**config.mk**
```make
export PLATFORM = sky130hd
export DESIGN_NAME = agnus_sprite_dma_flat
export DESIGN_NICKNAME = d
export VERILOG_FILES = /design/src/rtl/agnus_sprite_dma_pkg.sv /design/src/rtl/agnus_sprite_dma_if.sv /design/src/rtl/agnus_sprite_channel.sv /design/src/rtl/agnus_sprite_dma.sv /design/src/flat_wrapper.sv
export SDC_FILE = /design/constraint.sdc
export NUM_CORES = 1
export LEC_CHECK = 0
export ABC_AREA = 1
export CORE_MARGIN = 3
export CORE_UTILIZATION = 45
export CTS_CLUSTER_SIZE = 16
export DETAILED_ROUTE_END_ITERATION = 7
export GPL_ROUTABILITY_DRIVEN = 0
export PLACE_DENSITY_LB_ADDON = 0.1
export SYNTH_ARGS = -nofsm -noshare
export SYNTH_HDL_FRONTEND = slang
export SYNTH_HIERARCHICAL = 1
export SYNTH_SLANG_ARGS = --single-unit
```
**constraint.sdc**
```tcl
create_clock -name clk -period 2.5 [get_ports clk]
set_input_delay 0.5 -clock clk [delete_from_list [all_inputs] [get_ports clk]]
set_output_delay 0.5 -clock clk [all_outputs]
set_load 0.05 [all_outputs]
```
**src/rtl/agnus_sprite_dma_pkg.sv**
```systemverilog
// Shared types for the Agnus sprite DMA sequencer: channel states, sprite register
// addresses (same encoding as the Denise sprite shifter) and the AGA fetch-width helper.
package agnus_sprite_dma_pkg;

  typedef enum logic [1:0] {
    StIdle    = 2'd0,
    StControl = 2'd1,
    StWait    = 2'd2,
    StData    = 2'd3
  } spr_state_e;

  localparam logic [1:0] RegPos  = 2'b00;
  localparam logic [1:0] RegCtl  = 2'b01;
  localparam logic [1:0] RegData = 2'b10;
  localparam logic [1:0] RegDatb = 2'b11;

  // Pointer step in words for fmode[3:2].
  function automatic logic [2:0] fmode_inc(input logic [1:0] fm);
    logic [2:0] inc;
    unique case (fm)
      2'b00:   inc = 3'd1;
      2'b01:   inc = 3'd2;
      2'b10:   inc = 3'd2;
      default: inc = 3'd4;
    endcase
    return inc;
  endfunction

endpackage

```
**src/rtl/agnus_sprite_dma_if.sv**
```systemverilog
// Chip-bus fetch and Denise sprite-register write signals of the sprite DMA sequencer.
interface agnus_sprite_dma_if #(
  parameter int unsigned AW = 20
);
  logic          dma_req;
  logic [AW-1:0] dma_addr;
  logic [15:0]   chip_din;
  logic          reg_wr;
  logic [2:0]    reg_num;
  logic [1:0]    reg_addr;
  logic [15:0]   reg_dout;

  modport master (
    output dma_req, dma_addr, reg_wr, reg_num, reg_addr, reg_dout,
    input  chip_din
  );

  modport slave (
    input  dma_req, dma_addr, reg_wr, reg_num, reg_addr, reg_dout,
    output chip_din
  );
endinterface

```
**src/rtl/agnus_sprite_channel.sv**
```systemverilog
// One sprite DMA channel: fetch state, vertical start/stop lines and the sprite pointer.
// Decides combinationally whether the current slot fetches and which register it targets.
module agnus_sprite_channel
  import agnus_sprite_dma_pkg::*;
#(
  parameter int unsigned AW = 20
) (
  input  logic          clk,
  input  logic          reset,
  input  logic          clk7_en,
  input  logic          vbl_end_i,
  input  logic          slot_hit_i,
  input  logic          slot_word_i,
  input  logic [8:0]    vpos_i,
  input  logic          ptr_wr_i,
  input  logic          ptr_hi_i,
  input  logic [15:0]   ptr_din_i,
  input  logic [AW-1:0] ptr_inc_i,
  input  logic          cap_en_i,
  input  logic [1:0]    cap_addr_i,
  input  logic [15:0]   cap_data_i,
  output logic          fetch_o,
  output logic [1:0]    fetch_reg_o,
  output logic [AW-1:0] ptr_o
);

  spr_state_e    state_q, state_d, state_eff;
  logic [8:0]    vstart_q, vstart_d, vstop_q, vstop_d;
  logic [AW-1:0] ptr_q, ptr_d;
  logic          unused_cap;

  assign unused_cap = ^{cap_data_i[7:3], cap_data_i[0]};
  assign ptr_o      = ptr_q;

  always_comb begin
    state_d     = state_q;
    fetch_o     = 1'b0;
    fetch_reg_o = RegPos;
    // A WAIT channel reaching its start line behaves as DATA in the same slot.
    state_eff   = (state_q == StWait && vpos_i == vstart_q) ? StData : state_q;
    if (vbl_end_i) begin
      state_d = StControl;
    end else if (slot_hit_i) begin
      case (state_eff)
        StControl: begin
          fetch_o     = 1'b1;
          fetch_reg_o = slot_word_i ? RegCtl : RegPos;
          if (slot_word_i) state_d = StWait;
        end
        StData: begin
          fetch_o = 1'b1;
          if (!slot_word_i && vpos_i == vstop_q) begin
            fetch_reg_o = RegPos;
            state_d     = StControl;
          end else begin
            fetch_reg_o = slot_word_i ? RegDatb : RegData;
            state_d     = StData;
          end
        end
        default: ;
      endcase
    end
  end

  always_comb begin
    ptr_d = fetch_o ? ptr_q + ptr_inc_i : ptr_q;
    // A CPU write lands on the pre-increment pointer and overrides the DMA step.
    if (ptr_wr_i) begin
      ptr_d = ptr_hi_i ? {ptr_din_i[AW-16:0], ptr_q[14:0]} : {ptr_q[AW-1:15], ptr_din_i[15:1]};
    end
  end

  always_comb begin
    vstart_d = vstart_q;
    vstop_d  = vstop_q;
    if (cap_en_i) begin
      if (cap_addr_i == RegPos) begin
        vstart_d[7:0] = cap_data_i[15:8];
      end else if (cap_addr_i == RegCtl) begin
        vstart_d[8] = cap_data_i[2];
        vstop_d     = {cap_data_i[1], cap_data_i[15:8]};
      end
    end
  end

  always_ff @(posedge clk or posedge reset) begin
    if (reset) begin
      state_q  <= StIdle;
      vstart_q <= '0;
      vstop_q  <= '0;
      ptr_q    <= '0;
    end else if (clk7_en) begin
      state_q  <= state_d;
      vstart_q <= vstart_d;
      vstop_q  <= vstop_d;
      ptr_q    <= ptr_d;
    end
  end

endmodule

```
**src/rtl/agnus_sprite_dma.sv**
```systemverilog
// Agnus sprite DMA sequencer: slot muxing, chip fetch request and sprite register write pipeline.
// Build option AGA_SPRITE_FMODE_EN: pointer step and address alignment follow fmode[3:2].
module agnus_sprite_dma
  import agnus_sprite_dma_pkg::*;
#(
  parameter int unsigned NSPR = 8,
  parameter int unsigned AW   = 20
) (
  input  logic        clk,
  input  logic        reset,
  input  logic        clk7_en,
  input  logic        dma_en,
  input  logic        vbl_end,
  input  logic [8:0]  vpos,
  input  logic        slot_en,
  input  logic [2:0]  slot_num,
  input  logic        slot_word,
  input  logic        ptr_wr,
  input  logic [2:0]  ptr_num,
  input  logic        ptr_hi,
  input  logic [15:0] ptr_din,
  input  logic [15:0] fmode,
  agnus_sprite_dma_if.master bus
);

  logic [NSPR-1:0] fetch;
  logic [1:0]      fetch_reg [NSPR];
  logic [AW-1:0]   ptr       [NSPR];
  logic [AW-1:0]   inc, sel_ptr, launch_addr;
  logic [1:0]      sel_reg;
  logic            launch;

  logic          req_q, wr_q;
  logic [AW-1:0] req_addr_q;
  logic [2:0]    req_num_q, out_num_q, out_num_d;
  logic [1:0]    req_reg_q, out_addr_q, out_addr_d;
  logic [15:0]   dout_q;
  logic          unused_fmode;

`ifdef AGA_SPRITE_FMODE_EN
  assign inc          = AW'(fmode_inc(fmode[3:2]));
  assign launch_addr  = sel_ptr & ~(inc - AW'(1));
  assign unused_fmode = ^{fmode[15:4], fmode[1:0]};
`else
  assign inc          = AW'(1);
  assign launch_addr  = sel_ptr;
  assign unused_fmode = ^fmode;
`endif

  for (genvar i = 0; i < NSPR; i++) begin : g_ch
    agnus_sprite_channel #(
      .AW (AW)
    ) u_ch (
      .clk         (clk),
      .reset       (reset),
      .clk7_en     (clk7_en),
      .vbl_end_i   (vbl_end),
      .slot_hit_i  (clk7_en & slot_en & dma_en & (slot_num == 3'(i))),
      .slot_word_i (slot_word),
      .vpos_i      (vpos),
      .ptr_wr_i    (clk7_en & ptr_wr & (ptr_num == 3'(i))),
      .ptr_hi_i    (ptr_hi),
      .ptr_din_i   (ptr_din),
      .ptr_inc_i   (inc),
      .cap_en_i    (clk7_en & req_q & (req_num_q == 3'(i))),
      .cap_addr_i  (req_reg_q),
      .cap_data_i  (bus.chip_din),
      .fetch_o     (fetch[i]),
      .fetch_reg_o (fetch_reg[i]),
      .ptr_o       (ptr[i])
    );
  end

  // At most one channel fetches per slot.
  always_comb begin
    sel_reg = RegPos;
    sel_ptr = '0;
    for (int i = 0; i < NSPR; i++) begin
      if (fetch[i]) begin
        sel_reg = fetch_reg[i];
        sel_ptr = ptr[i];
      end
    end
  end

  assign launch = |fetch;

  // reg_num/reg_addr follow the write stage when a write and a new request overlap.
  always_comb begin
    out_num_d  = out_num_q;
    out_addr_d = out_addr_q;
    if (req_q) begin
      out_num_d  = req_num_q;
      out_addr_d = req_reg_q;
    end else if (launch) begin
      out_num_d  = slot_num;
      out_addr_d = sel_reg;
    end
  end

  always_ff @(posedge clk or posedge reset) begin
    if (reset) begin
      req_q      <= 1'b0;
      req_addr_q <= '0;
      req_num_q  <= '0;
      req_reg_q  <= '0;
      wr_q       <= 1'b0;
      dout_q     <= '0;
      out_num_q  <= '0;
      out_addr_q <= '0;
    end else if (clk7_en) begin
      req_q <= launch;
      if (launch) begin
        req_addr_q <= launch_addr;
        req_num_q  <= slot_num;
        req_reg_q  <= sel_reg;
      end
      wr_q <= req_q;
      if (req_q) dout_q <= bus.chip_din;
      out_num_q  <= out_num_d;
      out_addr_q <= out_addr_d;
    end
  end

  assign bus.dma_req  = req_q;
  assign bus.dma_addr = req_addr_q;
  assign bus.reg_wr   = wr_q;
  assign bus.reg_num  = out_num_q;
  assign bus.reg_addr = out_addr_q;
  assign bus.reg_dout = dout_q;

endmodule

```
**src/flat_wrapper.sv**
```systemverilog
// flat-port wrapper written by rule: the top's interface ports become plain ports
module agnus_sprite_dma_flat import agnus_sprite_dma_pkg::*;
#(
  parameter int unsigned NSPR = 8,
  parameter int unsigned AW   = 20
)
  (clk, reset, clk7_en, dma_en, vbl_end, vpos, slot_en, slot_num, slot_word, ptr_wr, ptr_num, ptr_hi, ptr_din, fmode, bus_dma_req, bus_dma_addr, bus_reg_wr, bus_reg_num, bus_reg_addr, bus_reg_dout, bus_chip_din);
  agnus_sprite_dma_if #(.AW(AW)) bus_i ();
  input  logic clk;
  input  logic reset;
  input  logic clk7_en;
  input  logic dma_en;
  input  logic vbl_end;
  input  logic [8:0] vpos;
  input  logic slot_en;
  input  logic [2:0] slot_num;
  input  logic slot_word;
  input  logic ptr_wr;
  input  logic [2:0] ptr_num;
  input  logic ptr_hi;
  input  logic [15:0] ptr_din;
  input  logic [15:0] fmode;
  output wire logic [$bits(bus_i.dma_req)-1:0] bus_dma_req;
  output wire logic [$bits(bus_i.dma_addr)-1:0] bus_dma_addr;
  output wire logic [$bits(bus_i.reg_wr)-1:0] bus_reg_wr;
  output wire logic [$bits(bus_i.reg_num)-1:0] bus_reg_num;
  output wire logic [$bits(bus_i.reg_addr)-1:0] bus_reg_addr;
  output wire logic [$bits(bus_i.reg_dout)-1:0] bus_reg_dout;
  input wire logic [$bits(bus_i.chip_din)-1:0] bus_chip_din;
  assign bus_dma_req = bus_i.dma_req;
  assign bus_dma_addr = bus_i.dma_addr;
  assign bus_reg_wr = bus_i.reg_wr;
  assign bus_reg_num = bus_i.reg_num;
  assign bus_reg_addr = bus_i.reg_addr;
  assign bus_reg_dout = bus_i.reg_dout;
  assign bus_i.chip_din = bus_chip_din;
  agnus_sprite_dma #(.NSPR(NSPR), .AW(AW)) u_core (.clk(clk), .reset(reset), .clk7_en(clk7_en), .dma_en(dma_en), .vbl_end(vbl_end), .vpos(vpos), .slot_en(slot_en), .slot_num(slot_num), .slot_word(slot_word), .ptr_wr(ptr_wr), .ptr_num(ptr_num), .ptr_hi(ptr_hi), .ptr_din(ptr_din), .fmode(fmode), .bus(bus_i));
endmodule
```
Word level (Yosys, flattened, before mapping)
Index checks and enable logic that the tools add are counted.
{"block": "word_totals", "out_inout_bits": 43, "inputBits": 72, "register_bits": 368}
{"block": "classes", "n_eq_ne": 86, "reduce_logical": 98, "n_bitwise": 29, "n_addsub": 8, "n_mux": 136}
{"cell": "20-bit two-way mux", "count": 25}
{"cell": "20-bit by 1-bit adder with 20-bit output, second input constant", "count": 8}
{"cell": "9-bit equality test", "count": 16}
{"cell": "2-bit two-way mux", "count": 67}
{"cell": "3-bit AND reduction", "count": 24}
{"cell": "2-bit one-hot mux with 2 select lines", "count": 16}
{"cell": "4-bit AND reduction", "count": 16}
{"cell": "3-bit equality test, second input constant", "count": 12}
{"cell": "2-bit nonzero test", "count": 17}
{"cell": "2-bit equality test, second input constant", "count": 16}
{"cell": "2-bit != test, second input constant", "count": 16}
{"cell": "1-bit bitwise AND", "count": 28}
{"cell": "1-bit two-way mux", "count": 26}
{"cell": "3-bit != test, second input constant", "count": 8}
{"cell": "3-bit nonzero test", "count": 8}
{"cell": "2-bit by 1-bit equality test with 1-bit output, second input constant", "count": 9}
{"cell": "3-bit by 2-bit equality test with 1-bit output, second input constant", "count": 6}
{"cell": "1-bit logical AND", "count": 16}
{"cell": "2-bit OR reduction", "count": 8}
{"cell": "3-bit by 1-bit equality test with 1-bit output, second input constant", "count": 3}
{"cell": "3-bit logical NOT", "count": 3}
{"cell": "8-bit OR reduction", "count": 1}
{"cell": "3-bit two-way mux", "count": 2}
{"cell": "2-bit AND reduction", "count": 3}
{"cell": "other kinds (3)", "count": 3}

Longest topological paths before layout
{"block": "depth", "depth_word": 18, "ltp_mapped": 19, "ltp_nobuf": 18}

Cells and area by module
Netlist, hierarchy kept.
{"module": "agnus_sprite_channel at u_core.g_ch[3].u_ch ...", "seq_area_each_um2": 1001.0, "area_each_um2": 3415.8, "n_inst": 5, "cells_each": 554}
{"module": "agnus_sprite_channel at u_core.g_ch[0].u_ch ...", "seq_area_each_um2": 1001.0, "area_each_um2": 3417.0, "n_inst": 3, "cells_each": 553}
{"module": "agnus_sprite_dma", "seq_area_each_um2": 1201.2, "area_each_um2": 3644.7, "n_inst": 1, "cells_each": 604}

Least setup slack after synthesis
OpenSTA, ideal clock, no wires.
{"block": "synth_path", "path_type": "input port to flip-flop", "startpoint": "input port clk7_en", "endpoint": "register u_core.req_addr_q[19] (netlist: u_core/bus.dma_addr[19])", "t_arrival_ps": 2346, "setup_ps": 121, "n_path_buf": 2, "stages": 16, "slack_ps": 33, "cell_sequence": "buf_2 and3_1 nand2_1 nor2_1 inv_1 nor2_1 inv_1 nor2_1 inv_1 nand3_1 nor2_4 nor2_8 inv_4 buf_6 nor2_1 a21oi_2"}
{"element": "start: declaration", "line_no": "flat_wrapper.sv:11", "source": "input logic clk7_en;"}
{"element": "1-bit bitwise AND * (3 in a row)", "line_no": "agnus_sprite_dma.sv:58", "source": ".slot_hit_i (clk7_en & slot_en & dma_en & (slot_num == 3'(i))),"}
{"element": "1-bit two-way mux *", "line_no": "agnus_sprite_channel.sv:43", "source": "end else if (slot_hit_i) begin"}
{"element": "1-bit two-way mux *", "line_no": "agnus_sprite_channel.sv:41", "source": "if (vbl_end_i) begin"}
{"element": "named net u_core.fetch[1]", "line_no": "agnus_sprite_dma.sv:26", "source": "logic [NSPR-1:0] fetch;"}
{"element": "20-bit two-way mux (7 in a row)", "line_no": "agnus_sprite_dma.sv:79", "source": "if (fetch[i]) begin"}
{"element": "end signal: assignment", "line_no": "agnus_sprite_dma.sv:114", "source": "req_addr_q <= launch_addr;"}
{"element": "end: declaration", "line_no": "agnus_sprite_dma.sv:34", "source": "logic [AW-1:0] req_addr_q;"}
The timed path passes the listed nets; every way through them passes the cells marked *.
A chain may end at the register's enable or synchronous reset.

Worst setup path in the final report
{"block": "layout_path", "startpoint": "register u_core.out_num_q[1] (netlist: u_core/bus.reg_num[1])", "endpoint": "output port bus_reg_num[1]"}
{"element": "start: declaration", "line_no": "agnus_sprite_dma.sv:35", "source": "logic [2:0] req_num_q, out_num_q, out_num_d;"}
{"element": "start signal: assignment", "line_no": "agnus_sprite_dma.sv:120", "source": "out_num_q <= out_num_d;"}
{"element": "end: declaration", "line_no": "flat_wrapper.sv:26", "source": "output wire logic [$bits(bus_i.reg_num)-1:0] bus_reg_num;"}
No word-level cell between the ends.

==> flow_summary.yaml <==
placement:
  post-dp-hpwl_mm: 86.4
  dp.cells: 6335
  io_buffer_count: 98
  post-place-ws_ps: -601
global_route:
  grt_antenna_before_repair: 4
  grt_max_degree: 110
  grt_first_pass_wirelength_mm: 171
  grt_use_total: 0.307
  first_global_vias: 29700
  grt_remaining_overflow: 0
timing:
  timing.final.crit_period_ps: 2460
  final-hold-violation-count: 0
  timing.slew.headroom: 0.461
  drv_slew: 0
  layout_worst_path_cycle_share: 0.982
  post-route-worst-setup-slack_ps: 44.5
  fin_tns_setup_ps: 0
  setup_viol: 0
  worst_pin_slew_ps: 806
  fmax_ghz: 0.407
  fin_worst_skew_ps: 17.7
final_layout:
  finalNetCount: 5766
  layout.filler_cells: 6839
  multi_input_comb_area_um2: 19500
  synthToLayoutAreaGrowth_pct: 21.4
  mostFrequentLayoutCell: "nand2_1"
  insertedDiodeCount: 0
  area.sequential_um2: 9210
  drive_gt1_frac: 0.0910
  final-instance-count-excl-fill: 6445
  layout.cells.most_common_list: "nand2_1 (2094), inv_1 (615), nor2_1 (449), nand3_1 (403), dfrtp_1 (368)"
worst_setup_path:
  cp_slowest_cell: "clkdlybuf4s50_1"
  r2r_slack_ps: 130
  worstSetupStartpointType: "flop"
  critical_path_peak_fanout: 2
  crit-reg2reg-capture: "u_core/g_ch[1].u_ch/ptr_o[18]"
  worstPathRequired_ps: 2000
  crit_buf_inv: 1
  worstPathArrival_ps: 1960
  worstSetupEndpointType: "primary output"
  reg2reg_from: "u_core/g_ch[1].u_ch/ptr_o[0]"
  path_delay_family: "buffers and inverters"
  cpPeakStageDelay_ps: 870
  cp_cell_sequence: "clkdlybuf4s50_1"
  reg2regPathDepth: 13
  path_class: "flop to primary output"
power_and_ir_drop:
  power.internal_w: 0.0157
  p_seq_frac: 0.320
  irDropWorstVdd_v: 0.000598
  p_per_area_nw_per_um2: 738
  p_sw_w: 0.0120
  static-leakage-power_nw: 21.2
  clock_power_share: 0.259
  combPwrFrac: 0.422
  power.switching_fraction: 0.433
floorplanning:
  die_w_um: 268
  floorplan.die_area_um2: 72000
  rows: 95
  boundary_pin_count: 115
  core_region_area_um2: 67600
  die_h_um: 268
  initial_core_util: 0.458
clock_network:
  cts_max_level: 2
  cts-root-buf: "clkbuf_16"
  cts_tree: "built"
  clk_path_buf_depth: 3
  cts_made_buffers: 47
  clock_latency_ps: 600
  clock-sinks: 368
  clk_pin_slew_ps: 60
detailed_routing:
  detailedRoute.firstIterationViolations: 3303
  drt_wl_total_mm: 113
  avgRoutedWirePerCell_um: 17.5
  drc_errors: 0
  route.vias.total: 33200
  avgViaCountPerCell: 5.15
  drtPass1Iterations: 6
  detail-route-antenna-nets: 0
synth:
  synth.cell_area_um2: 31000
  postSynthRegisterBits: 368
  synth_top_area_frac: 0.297
  synthXorXnorAreaFrac: 0.0218
  combinational_family_with_the_most_area_after_synthesis: "simple AND/OR/NAND/NOR gates"
  post_synthesis_sequential_area_ratio: 0.297
  synth_adder_area_share: 0.0666
  synth-async-reset-ratio: 1.00
  postSynthAreaPerCell_um2: 6.15
  synth_cell_types: 43
  synthesis.instances: 5033
  synth_area_leaders: "dfrtp_1 (30%), nand2_1 (25%), inv_1 (7.6%), nand3_1 (6.6%), ha_1 (6.1%)"
  synth-simple-area-share: 0.420
  synthDominantAreaCellType: "dfrtp_1"
  synth_edf_count: 0
  muxShareOfSynthArea: 0.00291
  synthesis.yosys.warnings: 6
  compound_cell_area_share_of_the_yosys_netlist: 0.0956
  synthFlopType: "dfrtp_1"
min_path:
  hold_path.startpoint: "slot_num[1]"
  worstHoldPathCells: 3
  holdCritPathClass: "input port to flop"
  hold_path_end: "u_core/req_num_q[1]"
status:
  status: "finished clean"
flow_run:
  maxCapViolCount: 0
-- synthesized netlist by cell type (all sizes together) (5+ instances only) --
cell type,n
a21oi,178
a22o,35
and2,8
and3,9
buf,64
clkbuf,36
dfrtp,368
fa,8
ha,152
inv,648
mux2,8
nand2,2115
nand3,418
nand3b,44
nand4,18
nor2,469
nor3,51
nor3b,5
o2111ai,8
o21ai,242
o21bai,40
or2,23
xnor2,53
xor2,24
-- stage by stage --
stage	cell area, um^2	hold WS [ps]	power (W)	utilization
3_5_place_dp	35500	464	0.0200	0.525
4_1_cts	37200	422	0.0273	0.550
2_1_floorplan	31600	450	0.0162	-
5_1_grt	37600	317	0.0296	0.556
6_report	37600	336	0.0277	0.556
3_3_place_gp	35500	462	0.0200	0.525
-- state kept, by name, indices dropped and copies added (netlist names) --
name and count:
u_core/g_ch.u_ch/vstop_q 72, u_core/bus.reg_dout 16, u_core/bus.dma_req 1, u_core/bus.reg_addr 2, u_core/bus.reg_wr 1, u_core/req_reg_q 2, u_core/bus.dma_addr 20, u_core/req_num_q 3
u_core/bus.reg_num 3, u_core/g_ch.u_ch/ptr_o 160, u_core/g_ch.u_ch/vstart_q 72, u_core/g_ch.u_ch/state_q 16
-- logic make-up after synthesis --
group | Yosys count
AO/OA/AOI/OAI | 510
XOR/XNOR | 77
flip-flops | 368
AND/OR/NAND/NOR | 3160
buffers and inverters | 748
multiplexers | 8
adder cells (fa/ha/maj) | 160
other | 2
-- how the worst max path moves through the flow --
| stage | endpoint | slack, ps | cells after the start | start |
|---|---|---|---|---|
| detailed placement | u_core/bus.dma_addr[5] | -600 | 17 | vpos[5] |
| global placement | u_core/bus.dma_addr[9] | -580 | 17 | vpos[6] |
| floorplan | u_core/bus.dma_addr[19] | 30 | 16 | clk7_en |
| global route | u_core/bus.dma_addr[1] | -7 | 16 | slot_en |
| finish | bus_reg_num[1] | 40 | 1 | u_core/bus.reg_num[1] |
| CTS | u_core/bus.dma_addr[5] | 3 | 17 | vpos[5] |
-- layout make-up --
cell class | instances | area share
clock inverter | 24 | 0.00862
multi-input combinational | 4083 | 0.519
timing repair buffer | 386 | 0.0986
clock buffer | 63 | 0.0348
inverter | 648 | 0.0650
tap | 873 | 0.0291
sequential | 368 | 0.245
-- power by group through the flow --
stage / Sequential, W / Combinational [W] / Clock [W]
after floorplan: 0.00899 / 0.00721 / 0
after CTS: 0.00877 / 0.0112 / 0.00728
final: 0.00887 / 0.0117 / 0.00717
after detailed placement: 0.00885 / 0.0112 / 0
after global placement: 0.00887 / 0.0111 / 0
after global routing: 0.00891 / 0.0132 / 0.00753
-- timing repair --
item / in CTS / in global routing
hold endpoints to repair: 0 / 0
endpoints found under the setup margin: 0 / 30
resized for setup: 0 / 66
hold buffers: 0 / 0
buffers inserted: 0 / 19
-- layer usage --
layer  global-route usage  wire length, um  vias to the layer above
met2                0.464            47200                     1226
met5                    0               28                        -
li1                     -                -                    16700
met1                0.444            51300                    15100
met4               0.0979             3960                        4
met3               0.0589            10300                      196
Note: power is estimated with default switching activity, not from simulation.
